==> src/rtl/fdc_pkg.sv <==
// Shared definitions for the nec765 sector request/acknowledge interface.
// The nec765 side can import the same bit indices so both ends agree on the layout.
package fdc_pkg;

  // disk_sr field positions (FDC -> server)
  localparam int SR_SID_LSB = 0;
  localparam int SR_CYL_LSB = 8;
  localparam int SR_HEAD    = 15;
  localparam int SR_ACK     = 16;
  localparam int SR_RDA     = 17;
  localparam int SR_RDB     = 18;
  localparam int SR_WRA     = 20;
  localparam int SR_WRB     = 21;

  // disk_cr flag positions (server -> FDC)
  localparam int CR_DONE     = 4;
  localparam int CR_NOTFOUND = 3;
  localparam int CR_WP       = 2;

  // Sector server state encoding
  typedef logic [2:0] state_t;
  localparam state_t ST_IDLE    = 3'd0;
  localparam state_t ST_DECODE  = 3'd1;
  localparam state_t ST_RD_REQ  = 3'd2;
  localparam state_t ST_RD_PUSH = 3'd3;
  localparam state_t ST_WR_POP  = 3'd4;
  localparam state_t ST_WR_REQ  = 3'd5;
  localparam state_t ST_DONE    = 3'd6;

endpackage

==> src/rtl/fdc_chs_to_addr.sv <==
// Converts a drive/cylinder/head/sector-ID tuple into the byte address of the
// sector inside the disk-image memory, and flags tuples that do not exist.
module fdc_chs_to_addr #(
  parameter int                SECTOR_BYTES = 512,
  parameter int                SPT          = 9,
  parameter logic [7:0]        FIRST_ID     = 8'hC1,
  parameter int                TRACKS       = 42,
  parameter int                SIDES        = 1,
  parameter int                ADDR_W       = 24,
  parameter logic [ADDR_W-1:0] DRIVE_B_BASE = 'h080000
) (
  input  logic              drive,
  input  logic              loaded,
  input  logic [6:0]        cyl,
  input  logic              head,
  input  logic [7:0]        sid,
  output logic [ADDR_W-1:0] addr,
  output logic              not_found
);

  logic [31:0] base_w;
  logic [31:0] sector_idx;
  logic [31:0] offset;

  // Linear sector index scaled to bytes on top of the drive base; range check in parallel
  always_comb begin
    base_w     = drive ? 32'(DRIVE_B_BASE) : 32'd0;
    sector_idx = (32'(cyl) * 32'(SIDES) + 32'(head)) * 32'(SPT)
               + (32'(sid) - 32'(FIRST_ID));
    offset     = sector_idx * 32'(SECTOR_BYTES);
    addr       = ADDR_W'(base_w + offset);
    not_found  = !loaded
              || (32'(cyl) >= 32'(TRACKS))
              || (32'(head) >= 32'(SIDES))
              || (sid < FIRST_ID)
              || (32'(sid) >= 32'(FIRST_ID) + 32'(SPT));
  end

endmodule

==> src/rtl/fdc_sector_server.sv <==
// Disk-side responder for the nec765: services one sector read or write per
// request against a byte-addressed image memory and reports completion on disk_cr.
module fdc_sector_server
  import fdc_pkg::*;
#(
  parameter int                SECTOR_BYTES = 512,
  parameter int                SPT          = 9,
  parameter logic [7:0]        FIRST_ID     = 8'hC1,
  parameter int                TRACKS       = 42,
  parameter int                SIDES        = 1,
  parameter int                ADDR_W       = 24,
  parameter logic [ADDR_W-1:0] DRIVE_B_BASE = 'h080000
) (
  input  logic              clk,
  input  logic              rst_n,
  input  logic [31:0]       disk_sr,
  output logic [31:0]       disk_cr,
  output logic [7:0]        fdc_rd_data,
  output logic              fdc_rd_strobe,
  input  logic [7:0]        fdc_wr_data,
  output logic              fdc_wr_strobe,
  input  logic [1:0]        drive_loaded,
  input  logic [1:0]        disk_wp,
  output logic              mem_req,
  output logic              mem_we,
  output logic [ADDR_W-1:0] mem_addr,
  output logic [7:0]        mem_wdata,
  input  logic [7:0]        mem_rdata,
  input  logic              mem_ack
);

  localparam int               CNT_W = $clog2(SECTOR_BYTES) + 1;
  localparam logic [CNT_W-1:0] LAST  = CNT_W'(SECTOR_BYTES - 1);
  localparam logic [CNT_W-1:0] ONE   = CNT_W'(1);

  state_t            state;
  logic [7:0]        sid;
  logic [6:0]        cyl;
  logic              head;
  logic              drive;
  logic              dir_wr;
  logic [CNT_W-1:0]  cnt;
  logic [ADDR_W-1:0] base;
  logic              nf_q;
  logic              wp_q;
  logic [7:0]        rd_data_q;
  logic [7:0]        wr_data_q;

  logic              any_req;
  logic              calc_nf;
  logic [ADDR_W-1:0] calc_addr;
  logic              wp_hit;
  logic              unused_sr;

  assign any_req = disk_sr[SR_RDA] | disk_sr[SR_RDB] | disk_sr[SR_WRA] | disk_sr[SR_WRB];
  assign wp_hit  = dir_wr & disk_wp[drive];

  // The ack-of-ack bit and the spare request bits play no part in sequencing
  assign unused_sr = ^{disk_sr[31:22], disk_sr[19], disk_sr[SR_ACK]};

  fdc_chs_to_addr #(
    .SECTOR_BYTES (SECTOR_BYTES),
    .SPT          (SPT),
    .FIRST_ID     (FIRST_ID),
    .TRACKS       (TRACKS),
    .SIDES        (SIDES),
    .ADDR_W       (ADDR_W),
    .DRIVE_B_BASE (DRIVE_B_BASE)
  ) u_chs (
    .drive     (drive),
    .loaded    (drive_loaded[drive]),
    .cyl       (cyl),
    .head      (head),
    .sid       (sid),
    .addr      (calc_addr),
    .not_found (calc_nf)
  );

  // Request sequencer: latch the request, decode it, then move one byte per memory handshake
  always_ff @(posedge clk) begin
    if (!rst_n) begin
      state     <= ST_IDLE;
      sid       <= '0;
      cyl       <= '0;
      head      <= 1'b0;
      drive     <= 1'b0;
      dir_wr    <= 1'b0;
      cnt       <= '0;
      base      <= '0;
      nf_q      <= 1'b0;
      wp_q      <= 1'b0;
      rd_data_q <= '0;
      wr_data_q <= '0;
    end else begin
      case (state)
        ST_IDLE: begin
          if (any_req) begin
            sid  <= disk_sr[SR_SID_LSB +: 8];
            cyl  <= disk_sr[SR_CYL_LSB +: 7];
            head <= disk_sr[SR_HEAD];
            if (disk_sr[SR_RDA]) begin
              drive  <= 1'b0;
              dir_wr <= 1'b0;
            end else if (disk_sr[SR_RDB]) begin
              drive  <= 1'b1;
              dir_wr <= 1'b0;
            end else if (disk_sr[SR_WRA]) begin
              drive  <= 1'b0;
              dir_wr <= 1'b1;
            end else begin
              drive  <= 1'b1;
              dir_wr <= 1'b1;
            end
            state <= ST_DECODE;
          end
        end
        ST_DECODE: begin
          nf_q <= calc_nf;
          wp_q <= wp_hit;
          cnt  <= '0;
          base <= calc_addr;
          if (calc_nf || wp_hit) begin
            state <= ST_DONE;
          end else if (dir_wr) begin
            state <= ST_WR_POP;
          end else begin
            state <= ST_RD_REQ;
          end
        end
        ST_RD_REQ: begin
          if (mem_ack) begin
            rd_data_q <= mem_rdata;
            state     <= ST_RD_PUSH;
          end
        end
        ST_RD_PUSH: begin
          cnt   <= cnt + ONE;
          state <= (cnt == LAST) ? ST_DONE : ST_RD_REQ;
        end
        ST_WR_POP: begin
          wr_data_q <= fdc_wr_data;
          state     <= ST_WR_REQ;
        end
        ST_WR_REQ: begin
          if (mem_ack) begin
            cnt   <= cnt + ONE;
            state <= (cnt == LAST) ? ST_DONE : ST_WR_POP;
          end
        end
        ST_DONE: begin
          if (!any_req) begin
            state <= ST_IDLE;
          end
        end
        default: state <= ST_IDLE;
      endcase
    end
  end

  assign mem_req       = (state == ST_RD_REQ) || (state == ST_WR_REQ);
  assign mem_we        = (state == ST_WR_REQ);
  assign mem_addr      = mem_req ? (base + ADDR_W'(cnt)) : '0;
  assign mem_wdata     = wr_data_q;
  assign fdc_rd_data   = rd_data_q;
  assign fdc_rd_strobe = (state == ST_RD_PUSH);
  assign fdc_wr_strobe = (state == ST_WR_POP);

  // Completion word is only visible while parked in DONE, so leaving DONE clears it
  always_comb begin
    disk_cr = '0;
    if (state == ST_DONE) begin
      disk_cr[CR_DONE]     = 1'b1;
      disk_cr[CR_NOTFOUND] = nf_q;
      disk_cr[CR_WP]       = wp_q;
    end
  end

endmodule

==> config.mk <==
export PLATFORM = sky130hd
export DESIGN_NAME = fdc_sector_server
export DESIGN_NICKNAME = d
export VERILOG_FILES = /design/src/rtl/fdc_pkg.sv /design/src/rtl/fdc_chs_to_addr.sv /design/src/rtl/fdc_sector_server.sv
export SDC_FILE = /design/constraint.sdc
export NUM_CORES = 1
export LEC_CHECK = 0
export ABC_AREA = 1
export CORE_ASPECT_RATIO = 0.7
export CORE_MARGIN = 1
export CORE_UTILIZATION = 52
export CTS_CLUSTER_SIZE = 12
export DETAILED_ROUTE_END_ITERATION = 7
export PLACE_DENSITY_LB_ADDON = 0.25
export SLEW_MARGIN = 20
export SYNTH_ARGS = -nofsm -noshare
export SYNTH_HDL_FRONTEND = slang
export SYNTH_HIERARCHICAL = 1
export SYNTH_SLANG_ARGS = --single-unit
==> constraint.sdc <==
create_clock -name clk -period 4.4 [get_ports clk]
set_clock_uncertainty 0.15 [all_clocks]
set_input_delay 0.44 -clock clk [delete_from_list [all_inputs] [get_ports clk]]
set_output_delay 0.44 -clock clk [all_outputs]
set_load 0.01 [all_outputs]
==> results.sh <==
export IMPL_min_path_type="reg -> reg"
export IMPL_critPathCapture="base[22]"
export IMPL_maxSlewViolCount=0
export IMPL_drive_gt1_frac=0.09128
export IMPL_grt_overflow=0
export IMPL_fmax_ghz=0.2355
export IMPL_antenna_found_initial=0
export IMPL_cts_tree="done"
export IMPL_layout_cells_non_filler=1107
export IMPL_grt_pass1_wl_um=22890
export IMPL_first_iter_violations=336
export IMPL_grt_max_degree=40
export IMPL_yosysSeqAreaShare=0.2580
export IMPL_clockBufferDepth=2
export IMPL_start_util=0.5410
export IMPL_start_kind="flop"
export IMPL_clk_insertion_delay_late_ns=0.33
export IMPL_die_w_um=126.8
export IMPL_placed_cells=1085
export IMPL_syn_cell_area_um2=5665
export IMPL_synth_most_common_cell="nand2_1"
export IMPL_place_ws_ns=-0.01643
export IMPL_io_pins=131
export IMPL_ir_worst_vdd_uv=337.5
export IMPL_async_flop_share=0
export IMPL_place_gp_congestion=0.8828
export IMPL_first_global_vias=4925
export IMPL_post_drt_wl_per_cell_um=12.61
export IMPL_status="complete, no violations"
export IMPL_setup_viol_count_final=0
export IMPL_hold_slack_ns=0.3157
export IMPL_crit_required_ns=4.51
export IMPL_nets=1068
export IMPL_cts_reportedPaths_clkPinSlew_ns=0.06
export IMPL_powerDensity_nw_per_um2=561.9
export IMPL_synth_area_leaders="dfxtp_1 26%, nand2_1 14%, nor2_1 9.3%, ha_1 8.6%, inv_1 7.4%"
export IMPL_hold_viol_final=0
export IMPL_num_vias=5482
export IMPL_root_buffer="clkbuf_16"
export IMPL_syn_mean_instance_area_um2=6.460
export IMPL_cp_end_kind="flop"
export IMPL_numPortBuffers=89
export IMPL_detailed_place_hpwl_um=10440
export IMPL_drcViolationCount=0
export IMPL_fin_crit_sh=0.9650
export IMPL_htreeDepth=3
export IMPL_critPathSlowestCell="dfxtp_2"
export IMPL_cts_made_buffers=9
export IMPL_worst_slew_pin_slew_ns=0.6315
export IMPL_setup_worst_path_start="head"
export IMPL_critical_path_class="reg -> reg"
export IMPL_synth_distinct_cells=42
export IMPL_vias_per_cell=4.952
export IMPL_tns_ns=0
export IMPL_synth_top_area_share=0.2580
export IMPL_critPathMostFrequentCell="nand2_2"
export IMPL_placementRows=31
export IMPL_r2r_setup_slack_ns=0.15
export IMPL_grt_use_total=0.2525
export IMPL_relSlewSlack=0.5780
export IMPL_place_area_um2=6505
export IMPL_arrival_ns=4.36
export IMPL_reg2regPathDepth=31
export IMPL_synth_enable_flop_cells=0
export IMPL_drt_pass1_iter_count=5
export IMPL_reg2reg_to="base[22]"
export IMPL_cap_violations=0
export IMPL_layout_setup_ws_ns=0.1538
export IMPL_p_leak_nw=3.366
export IMPL_netlist_top_cells_count="206 x nand2_1, 140 x nor2_1, 112 x inv_1, 73 x dfxtp_1, 57 x o21ai_0"
export IMPL_timing_rr_start="head"
export IMPL_fill_cells=918
export IMPL_synthCells=877
export IMPL_cp_slowest_stage_delay_ns=0.36
export IMPL_core_area_um2=10470
export IMPL_ys_seq_elements=73
export IMPL_antennaDiodeCount=0
export IMPL_ant_nets=0
export IMPL_finalCriticalPeriod_ns=4.246
export IMPL_crit_fanout=4
export IMPL_post_route_cell_area_um2=7048
export IMPL_fp_dieH_um=89.33
export IMPL_synth_top_area_cell="dfxtp_1"
export IMPL_yosysWarnings=6
export IMPL_syn2layout_area_growth_pct=24.40
export IMPL_synthFlopType="dfxtp_1"
export IMPL_ctsHoldBuffers=0
export IMPL_drt_wl_total_um=13960
export IMPL_die_area_um2=11320
export IMPL_finish_utilization=0.6730
export IMPL_cts_sinks=73
export IMPL_p_total_mw=3.960
[routing by layer]
layer / track usage / part of all wire / wire length (um) / up-vias
met5: 0 / 0 / 0 / -
met4: 0.04978 / 0.0092 / 128 / 0
li1: - / - / - / 2898
met2: 0.4259 / 0.45 / 6260 / 153
met1: 0.3362 / 0.49 / 6800 / 2420
met3: 0.05566 / 0.055 / 769 / 11
[what timing repair did]
action                     in CTS  in global routing
setup endpoints to repair       2                  5
gates resized for setup         1                 39
pin swaps                       0                 18
buffers inserted                1                  6
[cell families (layout without fill, tap and decap cells)]
group,count (synthesis),in the layout,share of synthesized area
adder cells (fa/ha/maj),42,42,0.09673
other,2,38,0.001326
flip-flops,73,73,0.2580
AO/OA/AOI/OAI,124,124,0.1228
AND/OR/NAND/NOR,435,435,0.3286
buffers and inverters,171,233,0.1449
XOR/XNOR,30,30,0.04770
[cell usage in the layout, fill, tap and decap left out, types with 4 or more instances in the layout]
cell and n:
a21oi_1 35, a21oi_2 6, a22o_1 13, buf_4 10
clkbuf_16 9, clkdlybuf4s50_1 89, conb_1 38, dfxtp_1 71
ha_1 32, ha_4 5, inv_1 110, inv_2 8
nand2_1 201, nand2_2 13, nand3_1 45, nand3_2 4
nand3b_1 4, nand4_1 9, nor2_1 134, nor2_2 6
nor2_4 5, nor3_1 4, o21ai_0 57, xnor2_1 11
xor2_1 15
[where the power goes]
part           switching, mW  internal, mW  total [mW]
registers              0.149         0.812       0.961
clock network          0.292         0.495       0.787
logic                   1.31         0.901        2.21
total                   1.75          2.21        3.96
[critical path, delay by kind of cell (launching register included)]
family / cells / cell delay (ns)
simple gates: 15 / 1.25
fa+ha+maj: 5 / 1.09
flops: 1 / 0.36
buf+inv: 5 / 0.40
compound gates: 3 / 0.44
xor+xnor: 3 / 0.49
[state kept, by name, indices dropped and copies added, names as in the netlist, 3 cells and up]
name and count:
base 24, cnt 10, fdc_rd_data 8, mem_wdata 8
sid 8, cyl 7, state 3
[area by class of cell]
cell class,instances,area [um^2],share of cell area
clock buffer,9,225.2,0.03195
multi-input combinational,669,3690,0.5235
tap,132,165.2,0.02343
timing repair buffer,99,965.9,0.1370
inverter,119,446.7,0.06338
sequential,73,1464,0.2077
clock inverter,6,91.34,0.01296
[worst min path at each step]
stage               startpoint      to  slack (ns)  cells after the start
global placement        cnt[8]  cnt[8]        0.31                      2
detailed placement      cnt[8]  cnt[8]        0.31                      2
floorplan               cnt[8]  cnt[8]        0.29                      2
CTS                     cnt[8]  cnt[8]        0.32                      2
finish                  cnt[8]  cnt[8]        0.32                      2
global route            cnt[8]  cnt[8]        0.34                      2
No activity file was read; power rests on OpenSTA's default activity.
